[src/rtl/alu_seq.sv]
// Registered ALU with a start/busy/done handshake; single-cycle ADD/SUB/NOR/shift ops.
// Define ALU_SEQ_MUL_EN to build the multi-cycle shift-add multiplier (MUL, opcode 0101).
module alu_seq #(
    parameter int DATA_W = 8
) (
    input  logic              clk,
    input  logic              rst_n,
    input  logic              alu_start,
    input  logic [3:0]        alu_select,
    input  logic [DATA_W-1:0] alu_a_in,
    input  logic [DATA_W-1:0] alu_b_in,
    output logic              alu_busy,
    output logic              alu_done,
    output logic [DATA_W-1:0] alu_out,
    output logic [DATA_W-1:0] alu_out_hi,
    output logic              alu_carry_out,
    output logic              alu_zero_flag
);

    localparam logic [3:0] OP_NOP  = 4'b0000;
    localparam logic [3:0] OP_ADD  = 4'b0001;
    localparam logic [3:0] OP_SUB  = 4'b0010;
    localparam logic [3:0] OP_NOR  = 4'b0011;
    localparam logic [3:0] OP_MUL  = 4'b0101;
    localparam logic [3:0] OP_SHFR = 4'b1011;
    localparam logic [3:0] OP_SHFL = 4'b1100;

    logic [DATA_W-1:0] out_r;
    logic              carry_r;
    logic              zero_r;
    logic              done_r;

    logic [DATA_W-1:0] res_s;
    logic              c_s;
    logic              upd_s;

`ifdef ALU_SEQ_MUL_EN
    localparam int CNT_W = $clog2(DATA_W) + 1;
    localparam logic [CNT_W-1:0] LAST_ITER = CNT_W'(DATA_W - 1);

    typedef enum logic {IDLE, MUL_RUN} state_t;

    state_t              state_r;
    logic                busy_r;
    logic [DATA_W-1:0]   hi_r;
    logic [DATA_W-1:0]   mcand_r;
    logic [2*DATA_W-1:0] acc_r;
    logic [CNT_W-1:0]    cnt_r;
    logic [DATA_W:0]     mul_sum_s;
    logic [2*DATA_W-1:0] acc_next_s;

    // One shift-add step: acc holds {partial high, remaining multiplier bits}
    always_comb begin
        mul_sum_s  = {1'b0, acc_r[2*DATA_W-1:DATA_W]}
                   + (acc_r[0] ? {1'b0, mcand_r} : {(DATA_W+1){1'b0}});
        acc_next_s = {mul_sum_s, acc_r[DATA_W-1:1]};
    end

    assign alu_busy   = busy_r;
    assign alu_out_hi = hi_r;
`else
    assign alu_busy   = 1'b0;
    assign alu_out_hi = {DATA_W{1'b0}};
`endif

    // Single-cycle result; upd_s low means the op only pulses done and holds outputs
    always_comb begin
        res_s = {DATA_W{1'b0}};
        c_s   = 1'b0;
        upd_s = 1'b1;
        case (alu_select)
            OP_ADD:  {c_s, res_s} = {1'b0, alu_a_in} + {1'b0, alu_b_in};
            OP_SUB:  {c_s, res_s} = {1'b0, alu_a_in} - {1'b0, alu_b_in};
            OP_NOR:  res_s = ~(alu_a_in | alu_b_in);
            OP_SHFL: begin
                res_s = {alu_a_in[DATA_W-2:0], 1'b0};
                c_s   = alu_a_in[DATA_W-1];
            end
            OP_SHFR: begin
                res_s = {1'b0, alu_a_in[DATA_W-1:1]};
                c_s   = alu_a_in[0];
            end
            OP_NOP, OP_MUL: upd_s = 1'b0;
            default:        upd_s = 1'b0;
        endcase
    end

    // Accept handshake, result capture and multiply sequencing
    always_ff @(posedge clk or negedge rst_n) begin
        if (!rst_n) begin
            out_r   <= {DATA_W{1'b0}};
            carry_r <= 1'b0;
            zero_r  <= 1'b1;
            done_r  <= 1'b0;
`ifdef ALU_SEQ_MUL_EN
            state_r <= IDLE;
            busy_r  <= 1'b0;
            hi_r    <= {DATA_W{1'b0}};
            mcand_r <= {DATA_W{1'b0}};
            acc_r   <= {(2*DATA_W){1'b0}};
            cnt_r   <= {CNT_W{1'b0}};
`endif
        end else begin
            done_r <= 1'b0;
`ifdef ALU_SEQ_MUL_EN
            case (state_r)
                IDLE: begin
                    if (alu_start && (alu_select == OP_MUL)) begin
                        state_r <= MUL_RUN;
                        busy_r  <= 1'b1;
                        mcand_r <= alu_a_in;
                        acc_r   <= {{DATA_W{1'b0}}, alu_b_in};
                        cnt_r   <= {CNT_W{1'b0}};
                    end else if (alu_start) begin
                        done_r <= 1'b1;
                        if (upd_s) begin
                            out_r   <= res_s;
                            hi_r    <= {DATA_W{1'b0}};
                            carry_r <= c_s;
                            zero_r  <= (res_s == {DATA_W{1'b0}});
                        end
                    end
                end
                MUL_RUN: begin
                    acc_r <= acc_next_s;
                    cnt_r <= cnt_r + {{(CNT_W-1){1'b0}}, 1'b1};
                    if (cnt_r == LAST_ITER) begin
                        state_r <= IDLE;
                        busy_r  <= 1'b0;
                        done_r  <= 1'b1;
                        out_r   <= acc_next_s[DATA_W-1:0];
                        hi_r    <= acc_next_s[2*DATA_W-1:DATA_W];
                        carry_r <= |acc_next_s[2*DATA_W-1:DATA_W];
                        zero_r  <= (acc_next_s == {(2*DATA_W){1'b0}});
                    end
                end
                default: begin
                    state_r <= IDLE;
                    busy_r  <= 1'b0;
                end
            endcase
`else
            if (alu_start) begin
                done_r <= 1'b1;
                if (upd_s) begin
                    out_r   <= res_s;
                    carry_r <= c_s;
                    zero_r  <= (res_s == {DATA_W{1'b0}});
                end
            end
`endif
        end
    end

    assign alu_done      = done_r;
    assign alu_out       = out_r;
    assign alu_carry_out = carry_r;
    assign alu_zero_flag = zero_r;

endmodule

[config.mk]
export PLATFORM = sky130hd
export DESIGN_NAME = alu_seq
export DESIGN_NICKNAME = d
export VERILOG_FILES = /design/src/rtl/alu_seq.sv
export SDC_FILE = /design/constraint.sdc
export NUM_CORES = 1
export LEC_CHECK = 0
export BUFFER_PORTS_ARGS = -buffer_cell sky130_fd_sc_hd__clkbuf_2
export CAP_MARGIN = 5
export CORE_MARGIN = 1.5
export CORE_UTILIZATION = 58
export DETAILED_ROUTE_END_ITERATION = 8
export GPL_TIMING_DRIVEN = 0
export PLACE_DENSITY = 0.86
export REMOVE_ABC_BUFFERS = 1
export SLEW_MARGIN = 30
export SYNTH_ARGS = -nofsm -noshare
export SYNTH_HDL_FRONTEND = slang
export SYNTH_SLANG_ARGS = --single-unit
[constraint.sdc]
create_clock -name clk -period 1.8 [get_ports clk]
set_clock_uncertainty 0.05 [all_clocks]
set_input_delay 0.18 -clock clk [delete_from_list [all_inputs] [get_ports clk]]
set_output_delay 0.18 -clock clk [all_outputs]
set_load 0.005 [all_outputs]
==> flow_metrics.py <==
metrics = {
    "global_routing": {
        "grt_max_degree": 16,
        "grtUsageTotal": 0.255,
        "grt.overflow.total": 0,
        "grt_pass1_wl_um": 6630,
        "antenna_found_initial": 0,
        "grt_pass1_vias": 1448,
    },
    "critical_path": {
        "crit_slowest_cell": "fa_2",
        "arrival_ns": 2.13,
        "path_class": "input pin to register",
        "crit_required_ns": 1.94,
        "path_buf_inv": 2,
        "cp_slowest_stage_delay_ns": 0.40,
        "critical_path.max_fanout": 3,
        "crit_path_end_kind": "register",
        "start_kind": "input pin",
        "crit_chain": "clkbuf_16 -> inv_1 -> ha_4 -> fa_2 -> xor2_1 -> a22o_1 -> a221o_1 -> a211oi_2 -> nand4_1 -> o31ai_2",
        "critPathTopFamily": "compound AO/OA/AOI/OAI gates",
    },
    "drt": {
        "ant_nets": 0,
        "drt_iter0_drc": 76,
        "wl_um": 4380,
        "dr.pass1.iters": 4,
        "via_count": 1647,
        "via_per_inst": 6.10,
        "route.detailed.drc": 0,
        "routedWlPerCell_um": 16.2,
    },
    "timing": {
        "post-route-period-util": 1.11,
        "maxSlewViolCount": 0,
        "fin_ws_ns": -0.195,
        "setup_violations": 4,
        "final_hold_viol_count": 0,
        "slew_headroom": 0.389,
        "hold_slack_ns": 0.0347,
        "worst_pin_slew_ns": 0.915,
        "period_needed_ns": 1.99,
        "max_freq_ghz": 0.501,
        "rsz0062_at_grt": "yes",
    },
    "layout": {
        "num_antenna_cells": 0,
        "fill_cells": 187,
        "layout-drive-gt1-share": 0.402,
        "area_growth_syn_to_layout_pct": 30.2,
        "nets": 289,
        "design_area_mm2": 0.00222,
    },
    "outcome": {
        "violations": "setup timing",
        "status": "complete, but fails checks",
    },
    "clock_tree": {
        "cts_root_buf": "clkbuf_4",
        "cts_tree": "built",
        "clkLatencyLatePin_ns": 0.26,
        "cts_sinks": 11,
        "cts_max_level": 1,
        "clockBufferDepth": 2,
        "cts_inserted_buffers": 3,
        "clkSlewWorstSetupHoldPaths_ns": 0.07,
    },
    "synthesis": {
        "synth_top_area_frac": 0.176,
        "yosysWarnings": 0,
        "yosysMostFrequentCell": "ha_1",
        "synth_top_area_cell": "ha_1",
        "ys_types": 52,
        "netlist_area_mm2": 0.00170,
        "ys_seq_elements": 11,
        "synth_flop_cell": "dfrtp_1",
        "async_flop_share": 1.00,
        "ys_top_cells_by_count": "ha_1 (24), inv_1 (23), nand2_1 (19), dfrtp_1 (10)",
        "syn_avg_cell_area_um2": 8.52,
        "synth_area_leaders": "ha_1 (18%), dfrtp_1 (15%), inv_1 (5.1%)",
        "syn_inst": 200,
        "ys_seq_area_frac": 0.162,
        "synth_edf_count": 0,
    },
    "die": {
        "fp.coreArea_mm2": 0.00278,
        "die-area_mm2": 0.00327,
        "ios": 43,
        "rows": 19,
        "die_y_um": 57.2,
        "die_w_um": 57.2,
        "start_util": 0.613,
    },
    "placed_design": {
        "placed_cell_area_mm2": 0.00180,
        "dpl.hpwl_um": 2830,
        "place.gp.congestion": 0.911,
        "io_buffers": 33,
    },
    "pwr": {
        "peakVddDrop_v": 0.000573,
        "powerDensity_mw_per_mm2": 470,
        "leakagePower_nw": 1.06,
    },
    "job": {
        "maxCapViolCount": 0,
    },
    "min_path": {
        "min_path_type": "input pin to register",
    },
}
-- flip-flops by register name, summed over array words and instances (netlist names) --
name and count:
alu_carry_out 1, alu_done 1, alu_out 8, alu_zero_flag 1
-- through the flow --
stage | utilization | setup slack, ns | instances | power, mW | TNS [ns]
finish | 0.798 | -0.195 | 270 | 1.04 | -0.424
global route | 0.798 | -0.239 | 270 | 1.11 | -0.828
CTS | 0.763 | -0.226 | 267 | 0.986 | -0.432
detailed placement | 0.646 | -0.809 | 253 | 0.724 | -4.51
floorplan | - | -0.362 | 189 | 0.575 | -1.20
global placement | 0.646 | -0.774 | 253 | 0.709 | -4.26
-- metal layers --
layer	GRT usage	vias up	share of wire
li1	-	771	-
met1	0.327	781	0.42
met2	0.455	84	0.51
met3	0.0181	11	0.057
met4	0.0797	0	0.018
met5	0	-	0
-- timing repair --
| action | 4_1_cts | 5_1_grt |
|---|---|---|
| hold endpoints to repair | 11 | 0 |
| gates resized for setup | 42 | 18 |
| endpoints found under the setup margin | 8 | 7 |
| cloned | 0 | 0 |
| setup buffers | 9 | 3 |
| pin swaps | 26 | 16 |
| hold buffers | 1 | 0 |
-- kinds of logic after synthesis --
kind of cell / synth area share
flops: 0.162
buf+inv: 0.133
compound gates: 0.247
fa+ha+maj: 0.200
simple gates: 0.163
xor+xnor: 0.0360
mux: 0.0565
other cells: 0.00220
-- cell type report --
| class | count | area [µm²] | area share |
|---|---|---|---|
| timing repair buffer | 46 | 315 | 0.142 |
| multi-input combinational | 155 | 1470 | 0.664 |
| inverter | 23 | 88.8 | 0.0400 |
| tap | 31 | 38.8 | 0.0175 |
| clock buffer | 4 | 26.3 | 0.0118 |
| sequential | 11 | 277 | 0.125 |
-- worst paths after layout --
check                                    from            end  slack, ns  depth (start not counted)
min in group asynchronous               rst_n     alu_out[2]       0.26                          2
worst max register to register     alu_out[2]     alu_out[2]       1.00                          1
worst max-delay path              alu_a_in[0]  alu_zero_flag      -0.19                         10
worst min register to register  alu_zero_flag  alu_zero_flag       0.44                          2
max in group asynchronous               rst_n  alu_zero_flag       1.17                          2
worst min-delay path                alu_start       alu_done       0.03                          1
-- cell usage in the layout (no fill, tap or decap), drive strengths merged, types with 3 or more instances in the layout --
cell type  count
mux2           5
inv           23
mux2i          4
conb           9
a21oi         10
xnor2          4
o21bai         4
buf           13
a221o          4
ha            24
o21ai          9
dfrtp         10
nand2         19
o31ai          3
nor3           3
a21o           4
nand3          4
xor2           3
nor2b          3
a22o           7
clkbuf        36
-- power breakdown --
part / leakage [nW] / total (mW) / internal [mW] / switching [mW]
Clock: 0.0150 / 0.165 / 0.0859 / 0.0787
Combinational: 0.906 / 0.571 / 0.272 / 0.299
Sequential: 0.142 / 0.306 / 0.288 / 0.0182
No activity file was read; power rests on OpenSTA's default activity.
